**config.mk**
```make
export PLATFORM = sky130hd
export DESIGN_NAME = reg_pipe_chain
export DESIGN_NICKNAME = d
export VERILOG_FILES = /design/src/rtl/dsp_pkg.sv /design/src/rtl/pipe_stage.sv /design/src/rtl/reg_pipe_chain.sv
export SDC_FILE = /design/constraint.sdc
export NUM_CORES = 1
export LEC_CHECK = 0
export ABC_AREA = 1
export BUFFER_PORTS_ARGS = -buffer_cell sky130_fd_sc_hd__buf_2
export CORE_MARGIN = 1
export CORE_UTILIZATION = 53
export CTS_CLUSTER_DIAMETER = 50
export DETAILED_ROUTE_END_ITERATION = 10
export GPL_TIMING_DRIVEN = 0
export PLACE_DENSITY = 0.84
export SYNTH_ARGS = -nofsm -noshare
export SYNTH_HDL_FRONTEND = slang
export SYNTH_HIERARCHICAL = 1
export SYNTH_SLANG_ARGS = --single-unit
```
**constraint.sdc**
```tcl
create_clock -name CLK -period 1.4 [get_ports CLK]
set_input_delay 0.07 -clock CLK [delete_from_list [all_inputs] [get_ports CLK]]
set_output_delay 0.07 -clock CLK [all_outputs]
set_load 0.03 [all_outputs]
```
**src/rtl/dsp_pkg.sv**
```systemverilog
// Shared definitions for the DSP pipeline blocks.
package dsp_pkg;

  localparam int MAX_PIPE_DEPTH = 8;

  // Width of an occupancy counter able to hold 0..depth; never narrower than 1 bit.
  function automatic int occ_width(input int depth);
    int w;
    w = $clog2(depth + 1);
    return (w < 1) ? 1 : w;
  endfunction

endpackage

```
**src/rtl/pipe_stage.sv**
```systemverilog
// One register stage of the elastic chain: valid bit plus data, loaded when enabled.
module pipe_stage #(
  parameter int WIDTH = 18
) (
  input  logic             CLK,
  input  logic             RST_N,
  input  logic             clr,
  input  logic             en,
  input  logic             src_valid,
  input  logic [WIDTH-1:0] src_data,
  output logic             valid,
  output logic [WIDTH-1:0] data
);

  // Data only moves with a valid source, so bubbles never overwrite held data.
  always_ff @(posedge CLK or negedge RST_N) begin
    if (!RST_N) begin
      valid <= 1'b0;
      data  <= '0;
    end else if (clr) begin
      valid <= 1'b0;
      data  <= '0;
    end else if (en) begin
      valid <= src_valid;
      if (src_valid) data <= src_data;
    end
  end

endmodule

```
**src/rtl/reg_pipe_chain.sv**
```systemverilog
// DEPTH-stage register chain with valid/ready backpressure, bubble collapse and occupancy count.
module reg_pipe_chain
  import dsp_pkg::*;
#(
  parameter  int WIDTH = 18,
  parameter  int DEPTH = 2,
  localparam int OCC_W = occ_width(DEPTH)
) (
  input  logic             CLK,
  input  logic             RST_N,
  input  logic             CE,
  input  logic             SCLR,
  input  logic             in_valid,
  output logic             in_ready,
  input  logic [WIDTH-1:0] in,
  output logic             out_valid,
  input  logic             out_ready,
  output logic [WIDTH-1:0] out,
  output logic [OCC_W-1:0] occupancy
);

  if (DEPTH < 0 || DEPTH > MAX_PIPE_DEPTH) begin : g_bad_depth
    $error("reg_pipe_chain: DEPTH out of range");
  end

  if (DEPTH == 0) begin : g_bypass
    logic unused_ctrl;
    assign unused_ctrl = &{1'b0, CLK, RST_N, CE, SCLR};
    assign out         = in;
    assign out_valid   = in_valid;
    assign in_ready    = out_ready;
    assign occupancy   = '0;
  end else begin : g_chain
    logic             run;
    logic [DEPTH:0]   en;
    logic [DEPTH-1:0] v;
    logic [DEPTH-1:0] src_v;
    logic [WIDTH-1:0] d     [DEPTH];
    logic [WIDTH-1:0] src_d [DEPTH];
    logic [OCC_W-1:0] occ;
    logic             accept;
    logic             emit;

    // Reset is folded in so in_ready stays low while RST_N is held.
    assign run = RST_N & CE & ~SCLR;

    // Ready ripples back from out_ready; an empty stage always accepts.
    always_comb begin
      en        = '0;
      en[DEPTH] = out_ready;
      for (int i = DEPTH - 1; i >= 0; i--) begin
        en[i] = run & (~v[i] | en[i+1]);
      end
    end

    for (genvar g = 0; g < DEPTH; g++) begin : g_stage
      if (g == 0) begin : g_src
        assign src_v[g] = in_valid;
        assign src_d[g] = in;
      end else begin : g_src
        assign src_v[g] = v[g-1];
        assign src_d[g] = d[g-1];
      end

      pipe_stage #(.WIDTH(WIDTH)) u_stage (
        .CLK       (CLK),
        .RST_N     (RST_N),
        .clr       (SCLR),
        .en        (en[g]),
        .src_valid (src_v[g]),
        .src_data  (src_d[g]),
        .valid     (v[g]),
        .data      (d[g])
      );
    end

    assign in_ready  = en[0];
    assign out_valid = v[DEPTH-1];
    assign out       = d[DEPTH-1];
    assign accept    = in_valid & en[0];
    assign emit      = out_valid & out_ready & run;

    always_ff @(posedge CLK or negedge RST_N) begin
      if (!RST_N) begin
        occ <= '0;
      end else if (SCLR) begin
        occ <= '0;
      end else if (CE) begin
        if (accept && !emit)      occ <= occ + OCC_W'(1);
        else if (emit && !accept) occ <= occ - OCC_W'(1);
      end
    end

    assign occupancy = occ;

`ifndef SYNTHESIS
    logic             chk_hold;
    logic [WIDTH-1:0] chk_out;

    always @(posedge CLK) begin
      if (RST_N) begin
        assert (occ == OCC_W'($countones(v)))
          else $error("reg_pipe_chain: occupancy %0d disagrees with valid bits %b", occ, v);
      end
    end

    // A stalled output word must not change until it is taken or flushed.
    always_ff @(posedge CLK or negedge RST_N) begin
      if (!RST_N) begin
        chk_hold <= 1'b0;
        chk_out  <= '0;
      end else begin
        chk_hold <= out_valid & ~out_ready & ~SCLR;
        chk_out  <= out;
        if (chk_hold) begin
          assert (out_valid && out == chk_out)
            else $error("reg_pipe_chain: stalled output changed");
        end
      end
    end
`endif
  end

endmodule

```
; ---- Word level (Yosys, flattened, before mapping)
; Index checks and enable logic that the tools add are counted.
[word_totals]
output_inout_bits = 22
elab_cells = 46
in_bits = 24
ff_bits = 40
[op_classes]
addsub = 2
bitwise = 12
mux = 14
n_reduce_logical = 13
[op_table]
columns = operator, n
row1 = $mux 18, 6
row2 = $reduce_bool 2->1, 5
row3 = $mux 2, 4
row4 = $and 1x1->1, 7
row5 = $reduce_and 2->1, 3
row6 = $mux 1, 4
row7 = $not 1->1, 3
row8 = $reduce_bool 3->1, 1
row9 = $add 2x1->2 const B, 1
row10 = $logic_and 1x1->1, 2
row11 = $logic_not 1->1, 2
row12 = $or 1x1->1, 2
row13 = $sub 2x1->2 const B, 1

; ---- Logic depth before layout (Yosys ltp)
; Gate-level depths: netlist of the first run.
[logic_depth]
ltp_word = 12
ltp_mapped = 9
depth_no_buf = 8

; ---- Cells and area by module
; Netlist of the first run, hierarchy kept.
[by_module_without_submodules]
columns = mod, cells_each, area_each_um2, n_inst
row1 = pipe_stage, 121, 920.9, 2
row2 = reg_pipe_chain, 28, 183.9, 1

; ---- Worst setup path after synthesis of the first run
; No wires, ideal clock.
[synth_timing]
path_kind = reg2reg
from = register g_chain.g_stage[1].u_stage.valid
to = register g_chain.g_stage[0].u_stage.data[10]
path_buffers = 2
setup_slack_ps = -229
path_stages_with_launch = 9
t_arrival_ps = 1513
t_required_ps = 1284
period_less_slack_ps = 1629
cell_sequence = dfrtp_1 nand3_1 nand2_1 inv_1 nand2_2 buf_6 buf_6 nand3_1 nand2_1
[synth_between]
elab_chain_cells = 7
[synth_lines]
columns = item, line
row1 = from (decl), pipe_stage.sv:11  ; output logic valid,
row2 = from (signal assigned), pipe_stage.sv:24  ; valid <= src_valid;
row3 = $not 1->1, reg_pipe_chain.sv:52  ; en[i] = run & (~v[i] | en[i+1]);
row4 = $or 1x1->1, reg_pipe_chain.sv:52
row5 = $and 1x1->1, reg_pipe_chain.sv:52
row6 = $or 1x1->1, reg_pipe_chain.sv:52
row7 = $and 1x1->1, reg_pipe_chain.sv:52
row8 = net in_ready, reg_pipe_chain.sv:14  ; output logic in_ready,
row9 = $reduce_bool 2->1 (no line), --
row10 = $reduce_and 2->1 (no line), --
row11 = to (signal assigned), pipe_stage.sv:25  ; if (src_valid) data <= src_data;
row12 = to (decl), pipe_stage.sv:12  ; output logic [WIDTH-1:0] data
; The timed path passes the listed nets, and every way through them passes these cells.
; A chain may end at the register's enable or synchronous reset.

; ---- Worst setup path after layout of the first run
[layout_timing]
from = register g_chain.g_stage[0].u_stage.valid
to = register g_chain.g_stage[0].u_stage.data[4]
[layout_between]
elab_chain_cells = 5
[layout_lines]
columns = item, line
row1 = from (decl), pipe_stage.sv:11
row2 = from (signal assigned), pipe_stage.sv:24
row3 = $not 1->1, reg_pipe_chain.sv:52
row4 = $or 1x1->1, reg_pipe_chain.sv:52
row5 = $and 1x1->1, reg_pipe_chain.sv:52
row6 = $reduce_bool 2->1 (no line), --
row7 = $reduce_and 2->1 (no line), --
; Every way passes these cells.

==> results of run 1 <==
worst max-delay path: stages, from the launching register on:
cell	delay, ps
dfrtp_1	430
nand3_2	120
nand2_1	90
inv_4	80
nand2_2	70
buf_6	140
buf_6	130
nand3_1	70
nand2_1	60
metal layers:
| metal | up-vias | GRT usage |
|---|---|---|
| li1 | 927 | - |
| met1 | 776 | 0.278 |
| met2 | 43 | 0.352 |
| met3 | 3 | 0.0500 |
| met4 | 0 | 0.0852 |
| met5 | - | 0 |
sequential cells by signal, indices dropped and copies added, names as in the netlist:
name / flops
g_chain.g_stage.u_stage/data: 36
g_chain.g_stage.u_stage/valid: 2
occupancy: 2
what timing repair did:
action / in CTS / in global routing
setup endpoints to repair: 39 / 14
buffers inserted: 0 / 1
endpoints found under the hold margin: 40 / 40
gates resized for setup: 1 / 1
power groups by stage:
| stage | combinational (mW) | clock, mW | sequential (mW) |
|---|---|---|---|
| 2_1_floorplan | 0.199 | 0 | 1.37 |
| 3_3_place_gp | 0.403 | 0 | 1.30 |
| 3_5_place_dp | 0.412 | 0 | 1.30 |
| 4_1_cts | 0.416 | 0.929 | 1.28 |
| 5_1_grt | 0.463 | 0.985 | 1.29 |
| 6_report | 0.415 | 0.911 | 1.28 |
cell usage in the layout, fill, tap and decap left out, types with 2 or more instances in the layout:
master    instances
inv_1            39
buf_2            50
o21ai_1           2
nand4_1           3
nand3_1          40
inv_4             3
nand2_2           4
dfrtp_1          39
clkbuf_8          5
nor2_1           39
nand2_1          80
nand2_4           2
buf_6             7
kinds of logic (layout without fill, tap and decap cells):
| family | Yosys count | in the layout |
|---|---|---|
| AOI/OAI and AO/OA | 3 | 3 |
| and+or+nand+nor | 171 | 171 |
| buffers and inverters | 55 | 109 |
| xor gates and xnor gates | 1 | 1 |
| DFF | 40 | 40 |
final timing paths:
| kind | slack (ps) | to | startpoint |
|---|---|---|---|
| hold / removal | -320 | g_chain.g_stage[0].u_stage/data[9]$_DFFE_PN0P_ | RST_N |
| setup / recovery | 90 | g_chain.g_stage[0].u_stage/data[4]$_DFFE_PN0P_ | g_chain.g_stage[0].u_stage/valid$_DFFE_PN0P_ |
| min in group CLK | 70 | g_chain.g_stage[0].u_stage/data[9]$_DFFE_PN0P_ | in[9] |
| setup reg to reg | 90 | g_chain.g_stage[0].u_stage/data[4]$_DFFE_PN0P_ | g_chain.g_stage[0].u_stage/valid$_DFFE_PN0P_ |
| max in group asynchronous | 1440 | g_chain.g_stage[1].u_stage/valid$_DFFE_PN0P_ | RST_N |
| hold reg to reg | 510 | g_chain.g_stage[1].u_stage/data[3]$_DFFE_PN0P_ | g_chain.g_stage[1].u_stage/data[3]$_DFFE_PN0P_ |
Yosys cell counts:
cell type | instances | share of area
nand3_1 | 41 | 0.10
nor2_1 | 39 | 0.072
dfrtp_1 | 40 | 0.49
inv_2 | 1 | 0.0019
a21oi_1 | 1 | 0.0025
buf_2 | 6 | 0.015
nand4_1 | 3 | 0.0093
o21ai_1 | 2 | 0.0049
nand4_2 | 1 | 0.0062
inv_4 | 2 | 0.0062
nand2_2 | 4 | 0.012
xnor2_1 | 1 | 0.0043
inv_1 | 40 | 0.074
buf_6 | 6 | 0.033
nand2_1 | 80 | 0.15
nor2_2 | 1 | 0.0031
nand2_4 | 2 | 0.011
through the flow:
stage	setup TNS (ps)	hold slack (ps)
floorplan	0	-226
global placement	-15290	226
detailed placement	-16590	234
CTS	0	-239
global route	0	-303
finish	0	-325
area by class of cell:
class / count / share of cell area
Inverter: 43 / 0.0692
Buffer: 12 / 0.0400
Clock buffer: 6 / 0.0297
Timing Repair Buffer: 46 / 0.0979
Tap cell: 48 / 0.0246
Sequential cell: 40 / 0.411
Clock inverter: 2 / 0.0144
Multi-Input combinational cell: 175 / 0.314
==> flow_summary.ini, run 1 <==
[grt]
gr-total-overflow = 0
antenna_found_initial = 0
grt_usage = 0.217
grt_pass1_vias = 1545
grt_first_pass_wirelength_um = 6760
grt_max_degree = 43

[floorplan]
coreArea_sq_um = 3660
ioPinCount = 46
fp.dieH_um = 63.8
dieArea_sq_um = 4070
num_rows = 22
initial_utilization = 0.553
die_x_um = 63.8

[power_and_ir_drop]
p_sw_mw = 0.703
power_frac_seq = 0.492
p_int_mw = 1.91
switching_share = 0.270
pwr-share-clk = 0.349
comb_power_share = 0.159
ir_drop_mv = 0.667
p_leak_nw = 1.47
total_power_mw = 2.61
p_per_area_nw_per_um2 = 1070

[routing]
postRouteAntennaNets = 0
drt-initial-drc-count = 121
top_layer_used = met4
met2WireLength_um = 1910
wl_met1_um = 1910
wl_met3_um = 145
drt-total-wl_um = 3980
avgViaCountPerCell = 4.70
firstDrtPassIters = 4
drc = 0
vias = 1749
post_drt_wl_per_cell_um = 10.7

[placed_design]
dpl_cell_area_sq_um = 2320
dp_hpwl_um = 2850
placed_cells = 363
routabilityCongestion = 0.844
portBuffers = 45
post-place-ws_ps = -502

[synth]
synth_top_family_by_area = simple AND/OR/NAND/NOR gates
synth_xor_area_frac = 0.00432
synth_adder_area_share = 0
yosysSeqAreaShare = 0.494
syn-num-nets = 294
synth-seq-cells = 40
synth_compound_area_frac = 0.00741
synth-simple-area-share = 0.364
ys_warn_count = 6
synth_cell_types = 17
syn_area_per_cell_sq_um = 7.50
synth_mux_area_frac = 0
synthCells = 270
synthesis.area_sq_um = 2030

[clock_tree]
clock_path_buffers = 2
clock-root-buffer = clkbuf_8
numCtsBuffers = 5
tritoncts = done
clk_pin_slew_ps = 70
htreeDepth = 2
clock_sinks = 40
clk-insertion-delay-late_ps = 290

[worst_setup_path]
arrival_ps = 1490
worstSetupEndpointType = flop
start_kind = flop
path_max_fanout = 10
crit_type = flop to flop
worstRegToRegCells = 8
crit_required_ps = 1580

[final_layout]
instances_no_fill = 372
drive_above_1_share = 0.244
fillers = 315
postLayoutCellArea_sq_um = 2440
layout.nets = 347
finish.utilization = 0.667
regArea_sq_um = 1000
antennaDiodeCount = 0
area_growth_pct = 20.5
multiInputGateArea_sq_um = 766

[sta]
hold_viol = 40
fin_skew_ps = 2.60
maxSlewViolCount = 0
max_freq_mhz = 766
slew_headroom = 0.763
setup_viol = 0
rsz0062_at_grt = no
setup_slack_ps = 94.7
finalHoldWorstSlack_ps = -325
fin_crit_ps = 1310
worstMarginPinSlew_ps = 356
post-route-period-util = 0.932

[outcome]
violations = hold timing
status = finished with violations

[job]
maxCapViolCount = 0

[hold_path]
min_path_type = input pin to async pin
Power figures use the tool's default switching activity.
==> inputs of run 2 (changes only) <==
--- a/config.mk
+++ b/config.mk
@@ -8,12 +8,10 @@
 export ABC_AREA = 1
 export BUFFER_PORTS_ARGS = -buffer_cell sky130_fd_sc_hd__buf_2
 export CORE_MARGIN = 1
-export CORE_UTILIZATION = 53
-export CTS_CLUSTER_DIAMETER = 50
+export CORE_UTILIZATION = 52
 export DETAILED_ROUTE_END_ITERATION = 10
 export GPL_TIMING_DRIVEN = 0
-export PLACE_DENSITY = 0.84
+export PLACE_DENSITY = 0.83
 export SYNTH_ARGS = -nofsm -noshare
 export SYNTH_HDL_FRONTEND = slang
-export SYNTH_HIERARCHICAL = 1
 export SYNTH_SLANG_ARGS = --single-unit
==> run 2 against run 1 <==
Compared with the run above: the flow now finishes without violations; sequential share of layout area is 1.4 points lower; flip-flop and latch count unchanged; register-to-register slack got worse by 40 ps; power down 13%; synthesized cell count down 30%; first-iteration DRC count down 18%; global-route usage is 3.9 points higher; wire length rose by 15%; sequential power is 6% lower; fmax fell by 3.1%; largest cell class unchanged.
==> flow_summary.ini, run 2 <==
[clock_tree]
clock_path_buffers = 2
clock-root-buffer = clkbuf_4
tritoncts = done
clk-insertion-delay-late_ps = 350
htreeDepth = 2
clk_pin_slew_ps = 110
numCtsBuffers = 5
clock_sinks = 40

[final_layout]
regArea_sq_um = 1000
drive_above_1_share = 0.396
area_growth_pct = 39.4
regMostFlops = g_chain.g_stage.u_stage.data
layout_common_cells = buf_2, dfrtp_1, nand2_1, buf_4, inv_1
multiInputGateArea_sq_um = 541
antennaDiodeCount = 0
final_common_cell = buf_2
largest_reg_flops = 36
fillers = 224
postLayoutCellArea_sq_um = 2520
layout.nets = 296

[sta]
fin_setup_tns_ps = 0
slew_headroom = 0.711
fin_skew_ps = 4.35
setup_slack_ps = 52.8
maxSlewViolCount = 0
setup_viol = 0
max_freq_mhz = 742
worstMarginPinSlew_ps = 433
fin_crit_ps = 1350
hold_viol = 0
post-route-period-util = 0.962

[synth]
syn-num-nets = 213
synth-seq-cells = 40
synth-main-ff-cell = dfrtp_1
synthesis.area_sq_um = 1810
synthCells = 189
synth_area_leaders = dfrtp_1, buf_4, o21ai_0
synth_cell_types = 19
yosysSeqAreaShare = 0.554
syn_area_per_cell_sq_um = 9.57
yosys.cell_count.top_type = dfrtp_1
yosys-top-cells-count = dfrtp_1, nand2_1, inv_1, o21ai_0, nand3_1
async_flop_share = 1.00
yosysTopAreaCellShare = 0.554
synth_edf_count = 0
synth_top_area_cell = dfrtp_1
ys_warn_count = 0

[grt]
grt_use_met1 = 0.321
grt-busiest-layer = met2
grt_max_degree = 41
grt_usage = 0.255
antenna_found_initial = 0
gr-total-overflow = 0
grt_pass1_vias = 1465
use_met2 = 0.435
grt_first_pass_wirelength_um = 6680
grt_use_met3 = 0.0490

[worst_setup_path]
cp_top_family = simple AND/OR/NAND/NOR gates
arrival_ps = 1600
slowest_delay_ps = 390
crit_buf_inv = 1
cp_slowest_cell = dfrtp_1
r2r_start = g_chain.g_stage[1].u_stage.valid$_DFFE_PN0P_
crit_type = flop to flop
crit_start = g_chain.g_stage[1].u_stage.valid$_DFFE_PN0P_
path_max_fanout = 10
worstSetupEndpointType = flop
crit_required_ps = 1650
start_kind = flop
path_cells = nand3_2 > nand3_1 > nand2_2 > buf_6 > o21ai_0

[hold_path]
min_path_type = input pin to flop
worstHoldStart = in[16]

[power_and_ir_drop]
p_per_area_nw_per_um2 = 896
ir_drop_mv = 0.664
power_frac_seq = 0.533
p_sw_mw = 0.563
pwr-share-clk = 0.330
switching_share = 0.249
p_leak_nw = 1.29
p_int_mw = 1.70
comb_power_share = 0.137

[floorplan]
coreArea_sq_um = 3340
die_x_um = 61.0
initial_utilization = 0.542
fp.dieH_um = 61.0
dieArea_sq_um = 3720
num_rows = 21
ioPinCount = 46

[job]
maxCapViolCount = 0

[routing]
vias = 1634
drc = 0
drt-total-wl_um = 4570
drt-initial-drc-count = 99
post_drt_wl_per_cell_um = 14.3
firstDrtPassIters = 4
postRouteAntennaNets = 0
avgViaCountPerCell = 5.12

[placed_design]
dp_hpwl_um = 2400
post-place-ws_ps = -527
portBuffers = 45
routabilityCongestion = 0.823
dpl_cell_area_sq_um = 2090

[outcome]
status = completed
-- run 2: cell types whose count changed after synthesis, sizes merged, moves of 12 or more --
cell   change
buf       +12
nand3     -18
nand2     -57
inv       -17
o21ai     +35
nor2      -37
-- run 2: logic make-up (layout without fill, tap and decap cells) --
logic type      count (synthesis)  in the layout  share of synthesized area
buf+inv                        51            135                      0.158
xor+xnor                        1              1                    0.00485
flops                          40             40                      0.554
simple gates                   59             59                      0.154
compound gates                 38             38                      0.129
-- run 2: power groups by stage --
stage	logic (mW)	clock network, mW	registers [mW]
floorplan	0.106	0	1.24
global placement	0.220	0	1.22
detailed placement	0.225	0	1.22
CTS	0.289	0.744	1.20
global route	0.338	0.792	1.21
finish	0.309	0.745	1.20
-- run 2: timing repair --
item                                    4_1_cts  5_1_grt
pin swaps                                     1        3
hold buffers                                 21        0
endpoints found under the setup margin       40       16
endpoints found under the hold margin        59        0
buffers inserted                              4        6
resized for setup                             7       13
-- run 2: through the flow --
stage / util / cells / hold slack (ps) / total power [mW]
detailed placement: 0.627 / 280 / 225 / 1.45
floorplan: - / 189 / -226 / 1.35
global placement: 0.627 / 280 / 228 / 1.44
finish: 0.756 / 319 / 6.53 / 2.26
CTS: 0.732 / 313 / 5.61 / 2.24
global route: 0.756 / 319 / 7.80 / 2.34
-- run 2: routing by layer --
layer / routed length (um) / part of all wire / vias up
li1: - / - / 759
met2: 2420 / 0.53 / 60
met3: 212 / 0.046 / 14
met5: 0 / 0 / -
met4: 133 / 0.029 / 0
met1: 1800 / 0.39 / 801
-- run 2: worst reg2reg max path: stages (launching register included) --
cell     delay [ps]
dfrtp_1         390
nand3_2         120
nand3_1         170
nand2_2         170
buf_6           180
o21ai_0         220
-- run 2: worst paths after layout --
check                      slack (ps)  cells after the start                                         endpoint
min in group asynchronous         250                      3  g_chain.g_stage[1].u_stage.data[13]$_DFFE_PN0P_
min                                 7                      3  g_chain.g_stage[0].u_stage.data[16]$_DFFE_PN0P_
max in group asynchronous         940                      3   g_chain.g_stage[0].u_stage.data[2]$_DFFE_PN0P_
max                                50                      5  g_chain.g_stage[0].u_stage.data[16]$_DFFE_PN0P_
max reg2reg                        50                      5  g_chain.g_stage[0].u_stage.data[16]$_DFFE_PN0P_
min reg2reg                       500                      2  g_chain.g_stage[1].u_stage.data[13]$_DFFE_PN0P_
-- run 2: layout make-up --
class / instances / share of cell area
Sequential cell: 40 / 0.397
Timing Repair Buffer: 76 / 0.218
Multi-Input combinational cell: 98 / 0.214
Buffer: 25 / 0.0769
Inverter: 26 / 0.0407
Tap cell: 46 / 0.0228
Clock buffer: 6 / 0.0164
Clock inverter: 2 / 0.0139
